## src/rtl/gascon_permutation_ctrl.sv

```systemverilog
// rtl/gascon_permutation_ctrl.sv - sequences a Gascon round core through a full permutation
module gascon_permutation_ctrl #(
    parameter int CWIDTH     = 320,
    parameter int ROUND_W    = 16,
    parameter int MAX_ROUNDS = 12,
    parameter int RCNT_W     = 4,
    parameter int TIMEOUT    = 255
) (
    input  logic                clk,
    input  logic                reset_n,
    input  logic                s_valid,
    output logic                s_ready,
    input  logic [CWIDTH-1:0]   s_state,
    input  logic [RCNT_W-1:0]   s_rounds,
    output logic                m_valid,
    input  logic                m_ready,
    output logic [CWIDTH-1:0]   m_state,
    output logic                err,
    output logic                core_reset,
    output logic                core_en,
    output logic [CWIDTH-1:0]   core_c,
    output logic [ROUND_W-1:0]  core_round,
    input  logic [CWIDTH-1:0]   core_cout,
    input  logic                core_done
);

    // round_idx must reach MAX_ROUNDS after the last round, so size it for MAX_ROUNDS inclusive
    localparam int IDX_W  = $clog2(MAX_ROUNDS + 1);
    localparam int WDOG_W = $clog2(TIMEOUT + 1);

    typedef enum logic [2:0] {
        ST_BOOT,
        ST_IDLE,
        ST_CORE_RST,
        ST_CORE_RUN,
        ST_OUT,
        ST_ERROR
    } state_e;

    state_e              state_q;
    logic [CWIDTH-1:0]   state_reg_q;
    logic [IDX_W-1:0]    round_idx_q;
    logic [IDX_W-1:0]    remaining_q;
    logic [WDOG_W-1:0]   wdog_q;

    logic [31:0]         rounds_u;
    logic [IDX_W-1:0]    req_n_d;

    // Clamp the requested round count to a full permutation
    always_comb begin
        rounds_u = 32'(s_rounds);
        if (rounds_u > 32'(MAX_ROUNDS)) begin
            req_n_d = IDX_W'(MAX_ROUNDS);
        end else begin
            req_n_d = IDX_W'(rounds_u);
        end
    end

    // Main sequencer: one CORE_RST/CORE_RUN pair per round, watchdog guards a stuck core
    always_ff @(posedge clk or negedge reset_n) begin
        if (!reset_n) begin
            state_q     <= ST_BOOT;
            state_reg_q <= '0;
            round_idx_q <= '0;
            remaining_q <= '0;
            wdog_q      <= '0;
        end else begin
            case (state_q)
                ST_BOOT: begin
                    state_q <= ST_IDLE;
                end
                ST_IDLE: begin
                    if (s_valid) begin
                        state_reg_q <= s_state;
                        // a reduced-round request runs the tail rounds of the schedule
                        round_idx_q <= IDX_W'(MAX_ROUNDS) - req_n_d;
                        remaining_q <= req_n_d;
                        state_q     <= (req_n_d != '0) ? ST_CORE_RST : ST_OUT;
                    end
                end
                ST_CORE_RST: begin
                    wdog_q  <= '0;
                    state_q <= ST_CORE_RUN;
                end
                ST_CORE_RUN: begin
                    wdog_q <= wdog_q + WDOG_W'(1);
                    // done is checked first so a result on the timeout cycle is still taken
                    if (core_done) begin
                        state_reg_q <= core_cout;
                        round_idx_q <= round_idx_q + IDX_W'(1);
                        remaining_q <= remaining_q - IDX_W'(1);
                        state_q     <= (remaining_q == IDX_W'(1)) ? ST_OUT : ST_CORE_RST;
                    end else if (wdog_q == WDOG_W'(TIMEOUT)) begin
                        state_q <= ST_ERROR;
                    end
                end
                ST_OUT: begin
                    if (m_ready) begin
                        state_q <= ST_IDLE;
                    end
                end
                ST_ERROR: begin
                    state_q <= ST_ERROR;
                end
                default: begin
                    state_q <= ST_BOOT;
                end
            endcase
        end
    end

    // Outputs are pure decodes of registers; the reset value of state_q makes core_reset
    // assert as soon as reset_n falls, without waiting for a clock
    assign s_ready    = (state_q == ST_IDLE);
    assign m_valid    = (state_q == ST_OUT);
    assign err        = (state_q == ST_ERROR);
    assign core_en    = (state_q == ST_CORE_RUN);
    assign core_reset = (state_q != ST_CORE_RUN);
    assign m_state    = state_reg_q;
    assign core_c     = state_reg_q;
    assign core_round = {{(ROUND_W - IDX_W){1'b0}}, round_idx_q};

endmodule
```

## config.mk

```make
export PLATFORM = sky130hd
export DESIGN_NAME = gascon_permutation_ctrl
export DESIGN_NICKNAME = d
export VERILOG_FILES = /design/src/rtl/gascon_permutation_ctrl.sv
export SDC_FILE = /design/constraint.sdc
export NUM_CORES = 1
export LEC_CHECK = 0
export BUFFER_PORTS_ARGS = -buffer_cell sky130_fd_sc_hd__buf_2
export CAP_MARGIN = 0
export CORE_AREA = 10 10 503 505
export CTS_CLUSTER_SIZE = 28
export DETAILED_ROUTE_END_ITERATION = 8
export DIE_AREA = 0 0 513 515
export PLACE_DENSITY_LB_ADDON = 0.15
export SLEW_MARGIN = 25
export SYNTH_ARGS = -nofsm -noshare
export SYNTH_HDL_FRONTEND = slang
export SYNTH_SLANG_ARGS = --single-unit
```

## constraint.sdc

```tcl
create_clock -name clk -period 2 [get_ports clk]
set_input_delay 0 -clock clk [delete_from_list [all_inputs] [get_ports clk]]
set_output_delay 0 -clock clk [all_outputs]
set_load 0.1 [all_outputs]
```

* Word level (Yosys, flattened, before mapping)
Cells that the tools add are included.
W data, S select, Z words.
** Storage, ports and cells
- Flip-flop bits (word level) :: 339
- Output and inout bits :: 661
** Operators by class
- Add/subtract/negate cells :: 4
- Magnitude comparators :: 1
- Equal/unequal tests :: 12
- Muxes and demuxes :: 18
- Reductions and logical operators :: 6
** Operator list (count)
- $mux W320 :: 2
- $pmux W320 S2 :: 1
- $mux W4 :: 5
- $mux W3 :: 6
- $pmux W3 S6 :: 1
- $pmux W4 S2 :: 2
- $pmux W8 S2 :: 1
- $add A8 B1 Y8 const B :: 1
- $eq A8 B8 Y1 const B :: 1
- $eq A3 B2 Y1 const B :: 2
- $eq A3 B3 Y1 const B :: 2
- $reduce_and A3 Y1 :: 2
- $add A4 B1 Y4 const B :: 1
- $eq A4 B1 Y1 const B :: 1
- $gt A4 B4 Y1 const B :: 1
- $ne A2 B1 Y1 const B :: 2
- $reduce_bool A2 Y1 :: 2
- $reduce_bool A4 Y1 :: 1
- $sub A4 B1 Y4 const B :: 1
- $sub A4 B4 Y4 const A :: 1
- $eq A3 B1 Y1 const B :: 1
- $logic_not A3 Y1 :: 1
- $ne A3 B1 Y1 const B :: 1
- $ne A3 B2 Y1 const B :: 1
- $ne A2 B2 Y1 const B :: 1

* Logic depth before layout (Yosys ltp)
Gate-level depths: netlist (run 1).
- Word-level depth :: 6
- Depth in mapped cells :: 10
- Mapped depth without buffers :: 6

* Worst setup path before layout (run 1)
No wires, ideal clock.
- Kind :: reg-to-reg
- From :: register state_q[2]
- To :: register state_q[1]
- Library setup time :: 0.079 ns
- Arrival time :: 2.949 ns
- Required time :: 1.921 ns
- Setup slack :: -1.028 ns
- Cell stages (with the launch flop) :: 5
- Buffers on the path :: 1
- Period minus slack after synthesis :: 3.028 ns
- Cells stage by stage :: dfrtp_1 > buf_2 > nor3_1 > nand3_1 > nand3_1
** Between the ends
- Cells in the longest elaborated chain, start to end :: 3
- Elaborated cells on any way between the ends :: 11
- Those cells by class :: eq/ne: 8; mux: 1; reduce/logical: 2
** RTL lines
- start: declaration :: line 40 : state_e state_q;
- start signal: assignment :: line 78 : state_q <= (req_n_d != '0) ? ST_CORE_RST : ST_OUT;
- start signal: assignment :: line 92 : state_q <= (remaining_q == IDX_W'(1)) ? ST_OUT : ST_CORE_RST;
- $eq A3 B1 Y1 (*)
- via s_ready :: line 12 : output logic s_ready,
- $ne A2 B2 Y1 (no line)
- $reduce_and A3 Y1 (no line)
The timed path passes the listed nets; every way through them passes the cells marked *.
A chain may end at the register's enable or synchronous reset.

* Final worst setup path (run 1)
- From :: register state_q[2]
- To :: register state_reg_q[266] (netlist: core_c[266])
** Between the ends
- Cells in the longest elaborated chain, start to end :: 3
- Elaborated cells on any way between the ends :: 7
- Those cells by class :: eq/ne: 4; mux: 1; reduce/logical: 2
** RTL lines
- $eq A3 B2 Y1 or $eq A3 B1 Y1 (tied branches) :: line 68 : case (state_q)
- $ne A2 B1 Y1 (no line) (tied with other cells)
- $reduce_and A3 Y1 (no line)
- end signal: assignment :: line 74 : state_reg_q <= s_state;
- end signal: assignment :: line 89 : state_reg_q <= core_cout;
- end: declaration :: line 41 : logic [CWIDTH-1:0] state_reg_q;
Parallel ways exist; a longest one is shown, timed or not.

==> summary.md, run 1 <==
| Metric | Value |
|---|---|
| Hold Fails Final Rpt | 0 |
| Hold Crit Class | primary input to asynchronous set/reset pin |
| Worst Tran Pin Value | between 700 and 800 ps |
| Worst-path fanout max | 6 |
| # DRC | 0 |
| Vias in the first global route | 21900 |
| Commonest non-fill, non-tap cells in the layout | 1288 x buf_2, 649 x dlygate4sd3_1, 339 x dfrtp_1 |
| Worst Skew | 21.4 ps |
| Fraction of the cycle the final worst path needs | a little over nine tenths |
| Port Buffers | roughly 1300 |
| Post-DR vias/cell | slightly below 3 |
| Ys Warns | 0 |
| Worst Path Required | about 2500 ps |
| R2R cell count | 7 |
| Worst skew pair latency | about 640 ps |
| Fmax | 519 MHz |
| Avg Cell Area, Syn | slightly below 10 sq um |
| Die X-Extent | around 510 microns |
| Placed cells | roughly 6000 |
| Post-synth cell types | 37 |
| # rows | 181 |
| Antenna violations before repair | 92 |
| Final setup fails | 0 |
| Slew Limit Fails | 0 |
| Top FF cell, synth | dfrtp_1 |
| Number of max-cap violations | 0 |
| Die Ht | between 500 and 600 microns |
| Post-Synthesis Cells | between 1500 and 2000 |
| Number of routed nets with antenna violations | 0 |
| Post-synth EDFFs | 0 |
| Final core utilization | approximately 15% |
| First-pass GRT wire length | 203000 microns |
| Setup slack after layout | roughly 73 ps |
| Total GRT Usage | ~11% |
| Synth Register Bits | between 300 and 400 |
| CP Cell Sequence | nand3b_1, buf_12, buf_16, buf_4, mux2i_1, dlygate4sd3_1, o21ai_0 |
| Largest stage delay, worst path | between 500 and 600 ps |
| Leading cell type in the layout, fill and taps excluded | buf_2 |
| Register area share after synthesis | 46.4% |
| Root Driver | clkbuf_16 |
| Sink Count | approximately 340 |
| Grt total ovfl | 0 |
| Max_slew headroom | between 40 and 50% |
| Synth-to-Final Area Change | 93.7% |
| Clk buf depth | 3 |
| Initial Util | roughly 7.5% |
| CP Capture Point | core_c[266] |
| CTS H-tree depth | 2 |
| Non-filler cells, final | 6805 |
| CP Launch Point | state_q[2] |
| Post-synth ARST share | 100% |
| RD Place Congestion | slightly below 0.8 |
| Reg2reg end | core_c[266] |
| Reg-to-Reg Start | state_q[2] |
| Crit path launch type | register |
| Num CTS Buffers | 52 |
| IO Pins | 1310 |
| DR iter-0 viols | 981 |
| CTS tree | yes |
| Core footprint | 0.243 sq mm |
| Largest net degree at the start of global routing | between 100 and 150 |
| Detailed Place HPWL | around 130000 microns |
| Flop-to-flop setup slack | approximately 73 ps |
| Final-stage net count | 4200 |
| CP max stage cell | dlygate4sd3_1 |
| Data arrival time of the worst path | ~2400 ps |
| Min Clock Period, post-route | ~1900 ps |
| CP endpoint kind | register |
| First drt pass iteration count | 7 |
| Final wirelength | 155000 microns |
| Synthesized area | about 0.018 sq mm |
| RSZ-0062 raised after global routing | true |
| Via count | around 20000 |
| Total Die Area | approximately 0.26 sq mm |
| Layout cells sized above 1 | between 40% and 50% |
| Clock-pin slew on the worst setup and hold paths | around 50 ps |
| Run status | complete, no violations |
| Crit Path Class | register to register |
| Drt wl/cell | 22.8 microns |
| Dpl ws | roughly 87 ps |
## through the flow
| stage | setup TNS, ps | hold WS [ps] | instance area (sq um) |
|---|---|---|---|
| finish | 0 | 39.3 | 35400 |
| global route | -226 | 35.0 | 35400 |
| CTS | -131 | 8.20 | 35100 |
| detailed placement | 0 | -21.4 | 26800 |
| global placement | 0 | -22.6 | 26800 |
| floorplan | -116 | -296 | 18400 |
## worst max-delay path: cells and delay by family, from the launching register on
| kind | cells | cell delay (ps) |
|---|---|---|
| AO/OA/AOI/OAI | 1 | 60 |
| buffers and inverters | 4 | 1010 |
| flip-flops | 1 | 370 |
| multiplexers | 1 | 140 |
| AND/OR/NAND/NOR | 1 | 200 |
## state kept, by name, indices dropped and copies added (netlist names)
name and count:
remaining_q 4, wdog_q 8, round_idx_q 4, core_c 320
state_q 3
## worst min-delay path by stage
| stage | startpoint | end | slack (ps) | depth (start not counted) |
|---|---|---|---|---|
| after floorplan | reset_n | core_c[0] | -300 | 0 |
| after global placement | reset_n | core_c[109] | -20 | 1 |
| after detailed placement | reset_n | core_c[109] | -20 | 1 |
| after CTS | reset_n | core_c[157] | 8 | 3 |
| after global routing | reset_n | core_c[198] | 30 | 3 |
| final | reset_n | core_c[157] | 40 | 3 |
## logic make-up (layout without fill, tap and decap cells)
family	Yosys count	count (layout)	share of synthesized area, %
buf+inv	452	2170	17.5
compound gates	367	367	10.3
simple gates	364	364	7.81
flops	339	339	46.4
mux	322	322	17.6
fa+ha+maj	5	5	0.342
other cells	1	35	0.0205
xor+xnor	1	1	0.0479
## metal layers
layer	vias up	wire length, microns	global-route usage [%]
met3	193	14900	4.43
met4	46	3020	2.10
li1	9345	-	-
met2	1123	75600	19.5
met1	9344	61200	12.7
met5	-	308	0
## cell usage after synthesis (all sizes together), types with 2 or more instances
library cell    n  area share (%)
clkbuf         37            0.76
and3            3            0.10
mux2i         322              18
a21oi           7            0.19
nor2            9            0.18
nand2b          3            0.10
nand2         331             6.8
nand3           5            0.14
a211o           2           0.096
ha              5            0.34
nor3            2           0.055
o21ai         347             9.5
a21o            2           0.082
nor3b           4            0.16
nand4           2           0.068
dfrtp         339              46
buf           410              17
inv             5            0.10
## final cells by class
cell class,count,area [sq um]
repair buffers,2077,14400
multi-input cells,1071,6800
clock buffers,77,1500
diodes,23,57.6
flip-flops and latches,339,8480
fillers,27400,207000
well taps,3202,4010
inverters,5,22.5
clock inverters,11,173
## timing repair
action,in CTS,in global routing
endpoints found under the hold margin,670,5
buffers inserted,4,7
gates cloned,1,2
pin swaps,1,1
gates resized for setup,10,35
setup endpoints to repair,4,19
hold buffers,650,5
Power of run 1 is not shown: default switching activity piles up to over one toggle a cycle in this logic, so the estimate is an artifact.
==> inputs of run 2 (changes only) <==
- PLACE_DENSITY: not set -> 0.3
- PLACE_DENSITY_LB_ADDON: 0.15 -> not set
- clock period: 2 -> 1.9 ns (I/O delays scaled with it)
==> run 2 against run 1 <==
  * Setup slack lost 4.8 ps
  * Wire length grew 7.1%
  * Sequential share of layout area is essentially flat
  * Register-to-register slack is essentially flat
  * Cell count is essentially flat
  * Final area shrank 0.21%
  * Die area is the same
  * Flip-flop and latch count is the same
  * Global-route usage grew 0.81 points
  * Critical path depth shrank 3
  * Critical path type is now register to output pin
==> summary.md, run 2 (synthesis gave the netlist of run 1 again) <==
| Metric | Value |
|---|---|
| Crit Path Class | register to output pin (was register to register) |
| Root Driver | clkbuf_16 (unchanged) |
| Number of max-cap violations | 0 (unchanged) |
| Leading cell type in the layout, fill and taps excluded | buf_2 (unchanged) |
| M1 GR Usage | 13.2% (was 12.7%) |
| Port Buffers | 1297 (unchanged) |
| Worst Tran Pin Value | 760 ps (was 761 ps) |
| First drt pass iteration count | 5 (was 7) |
| Worst Path Required | 1900 ps (was 2520 ps) |
| Reg2reg end | core_c[89] (was core_c[266]) |
| Fmax | roughly 550 MHz |
| Worst-path fanout max | 16 (was 6) |
| Worst skew pair latency | 660 ps (was 640 ps) |
| Total Die Area | 0.264 sq mm (unchanged) |
| Antenna violations before repair | 143 (was 92) |
| CP Cell Sequence | nand3b_1, buf_4, buf_16, buf_12 (was nand3b_1, buf_12, buf_16, buf_4, mux2i_1, dlygate4sd3_1, o21ai_0) |
| Total GRT Usage | 11.9% (was 11.1%) |
| Worst Skew | 21.2 ps (was 21.4 ps) |
| Initial Util | 7.54% (unchanged) |
| Final core utilization | 14.6% (about the same) |
| Met3 Use GR | 6.01% (was 4.43%) |
| Fraction of the cycle the final worst path needs | 96.4% |
| Fill count | 27400 (about the same) |
| # DRC | 0 (unchanged) |
| RSZ-0062 raised after global routing | true (unchanged) |
| Setup TNS | 0 ps (unchanged) |
| Final-stage net count | 4188 (was 4200) |
| Final setup fails | 0 (unchanged) |
| Largest stage delay, worst path | 400 ps (was 550 ps) |
| Min Clock Period, post-route | roughly 1800 ps |
| Max FFs per register | 320 (unchanged) |
| DR iter-0 viols | 1133 (was 981) |
| Commonest non-fill, non-tap cells in the layout | 1288 x buf_2, 649 x dlygate4sd3_1, 339 x dfrtp_1 (unchanged) |
| CP endpoint kind | output pin (was register) |
| Synth-to-Final Area Change | 93.3% (was 93.7%) |
| Reg-to-Reg Start | state_q[1] (was state_q[2]) |
| First-pass GRT wire length | 214000 microns (was 203000 microns) |
| Data arrival time of the worst path | 1830 ps (was 2440 ps) |
| GRT busiest layer | met2 (unchanged) |
| Post-DR vias/cell | 3.00 (was 2.95) |
| Crit path launch type | register (unchanged) |
| Hold Fails Final Rpt | 0 (unchanged) |
| RD Place Congestion | 0.882 (was 0.776) |
| Critical path's top delay family | buffers and inverters (unchanged) |
| Die Ht | 515 microns (unchanged) |
| Via count | 20400 (was 20100) |
| IO Pins | 1310 (unchanged) |
| Clock-pin slew on the worst setup and hold paths | 50 ps (about the same) |
| Vias in the first global route | 21900 (about the same) |
| Hold Crit Class | primary input to asynchronous set/reset pin (unchanged) |
| Max_slew headroom | 49.7% (was 49.6%) |
| Drt wl/cell | 24.4 microns (was 22.8 microns) |
| Buffers & Inverters on Critical Path | 3 (was 4) |
| Detailed Place HPWL | 144000 microns (was 133000 microns) |
| CTS tree | yes (unchanged) |
| Largest net degree at the start of global routing | 80 (was 111) |
| # rows | 181 (unchanged) |
| Slew Limit Fails | 0 (unchanged) |
| Multi-input gate area | 0.00673 sq mm (was 0.00680 sq mm) |
| Grt total ovfl | 0 (unchanged) |
| Die X-Extent | 513 microns (unchanged) |
| Met2 usage | 20.5% (was 19.5%) |
| R2R cell count | 7 (unchanged) |
| Layout cells sized above 1 | 42.1% (was 42.5%) |
| Flop-to-flop setup slack | 80 ps (was 70 ps) |
| Final wirelength | 166000 microns (was 155000 microns) |
| Clk buf depth | 3 (unchanged) |
| Num CTS Buffers | 49 (was 52) |
| Core footprint | 0.243 sq mm (unchanged) |
| Sink Count | 339 (unchanged) |
| Run status | complete, no violations (unchanged) |
| CP max stage cell | dfrtp_1 (was dlygate4sd3_1) |
| Number of routed nets with antenna violations | 0 (unchanged) |
| Register area | 0.00848 sq mm (unchanged) |
| CTS H-tree depth | 2 (unchanged) |
[run 2: cell types whose count changed in the layout (fill, tap and decap cells not counted), sizes merged]
| cell | delta |
|---|---|
| clkinv | +5 |
| clkbuf | -4 |
| dlymetal6s4s | -3 |
| diode | +12 |
| inv | +1 |
| bufinv | -1 |
| clkinvlp | -4 |
| buf | -5 |
[run 2: worst max path at each step]
stage,from,end,slack (ps),cells after the start
5_1_grt,state_q[1],core_reset,-40,4
6_report,state_q[1],core_reset,70,4
3_5_place_dp,state_q[1],core_c[89],10,6
2_1_floorplan,state_q[0],state_q[1],-220,5
4_1_cts,state_q[1],core_reset,-30,4
3_3_place_gp,state_q[1],core_c[89],30,6
[run 2: through the flow]
stage / setup slack [ps] / area, sq um / hold WS [ps] / std cells
3_3_place_gp: 29.1 / 26900 / -33.6 / 6022
6_report: 68.3 / 35400 / 137 / 6806
3_5_place_dp: 14.2 / 26900 / -31.1 / 6022
4_1_cts: -32.9 / 35200 / 46.8 / 6770
5_1_grt: -42.8 / 35300 / 117 / 6781
2_1_floorplan: -216 / 18400 / -296 / 1862
[run 2: repair_timing]
item	in CTS	in global routing
gates resized for setup	18	10
pin swaps	2	1
buffers inserted	11	0
hold buffers	650	0
setup endpoints to repair	5	12
endpoints found under the hold margin	670	0
cloned	1	1
[run 2: worst register-to-register path, stage by stage, from the launching register on]
cell	delay (ps)
dfrtp_1	400
nand3b_1	170
buf_12	140
buf_6	190
buf_12	260
mux2i_2	330
buf_4	190
o21ai_1	60
[run 2: layout make-up]
class / instances / share of cell area [%]
clock inverter: 12 / 0.435
inverter: 5 / 0.0708
timing repair buffer: 2068 / 40.9
sequential: 339 / 24.0
multi-input combinational: 1071 / 19.0
tap: 3202 / 11.3
antenna: 35 / 0.248
clock buffer: 74 / 4.05
[run 2: routing by layer]
metal	wire length (microns)	share of wire (%)
met1	62700	38
met2	79100	48
met3	20200	12
met4	3680	2.2
met5	293	0.18
Power of run 2 is left out for the same reason.
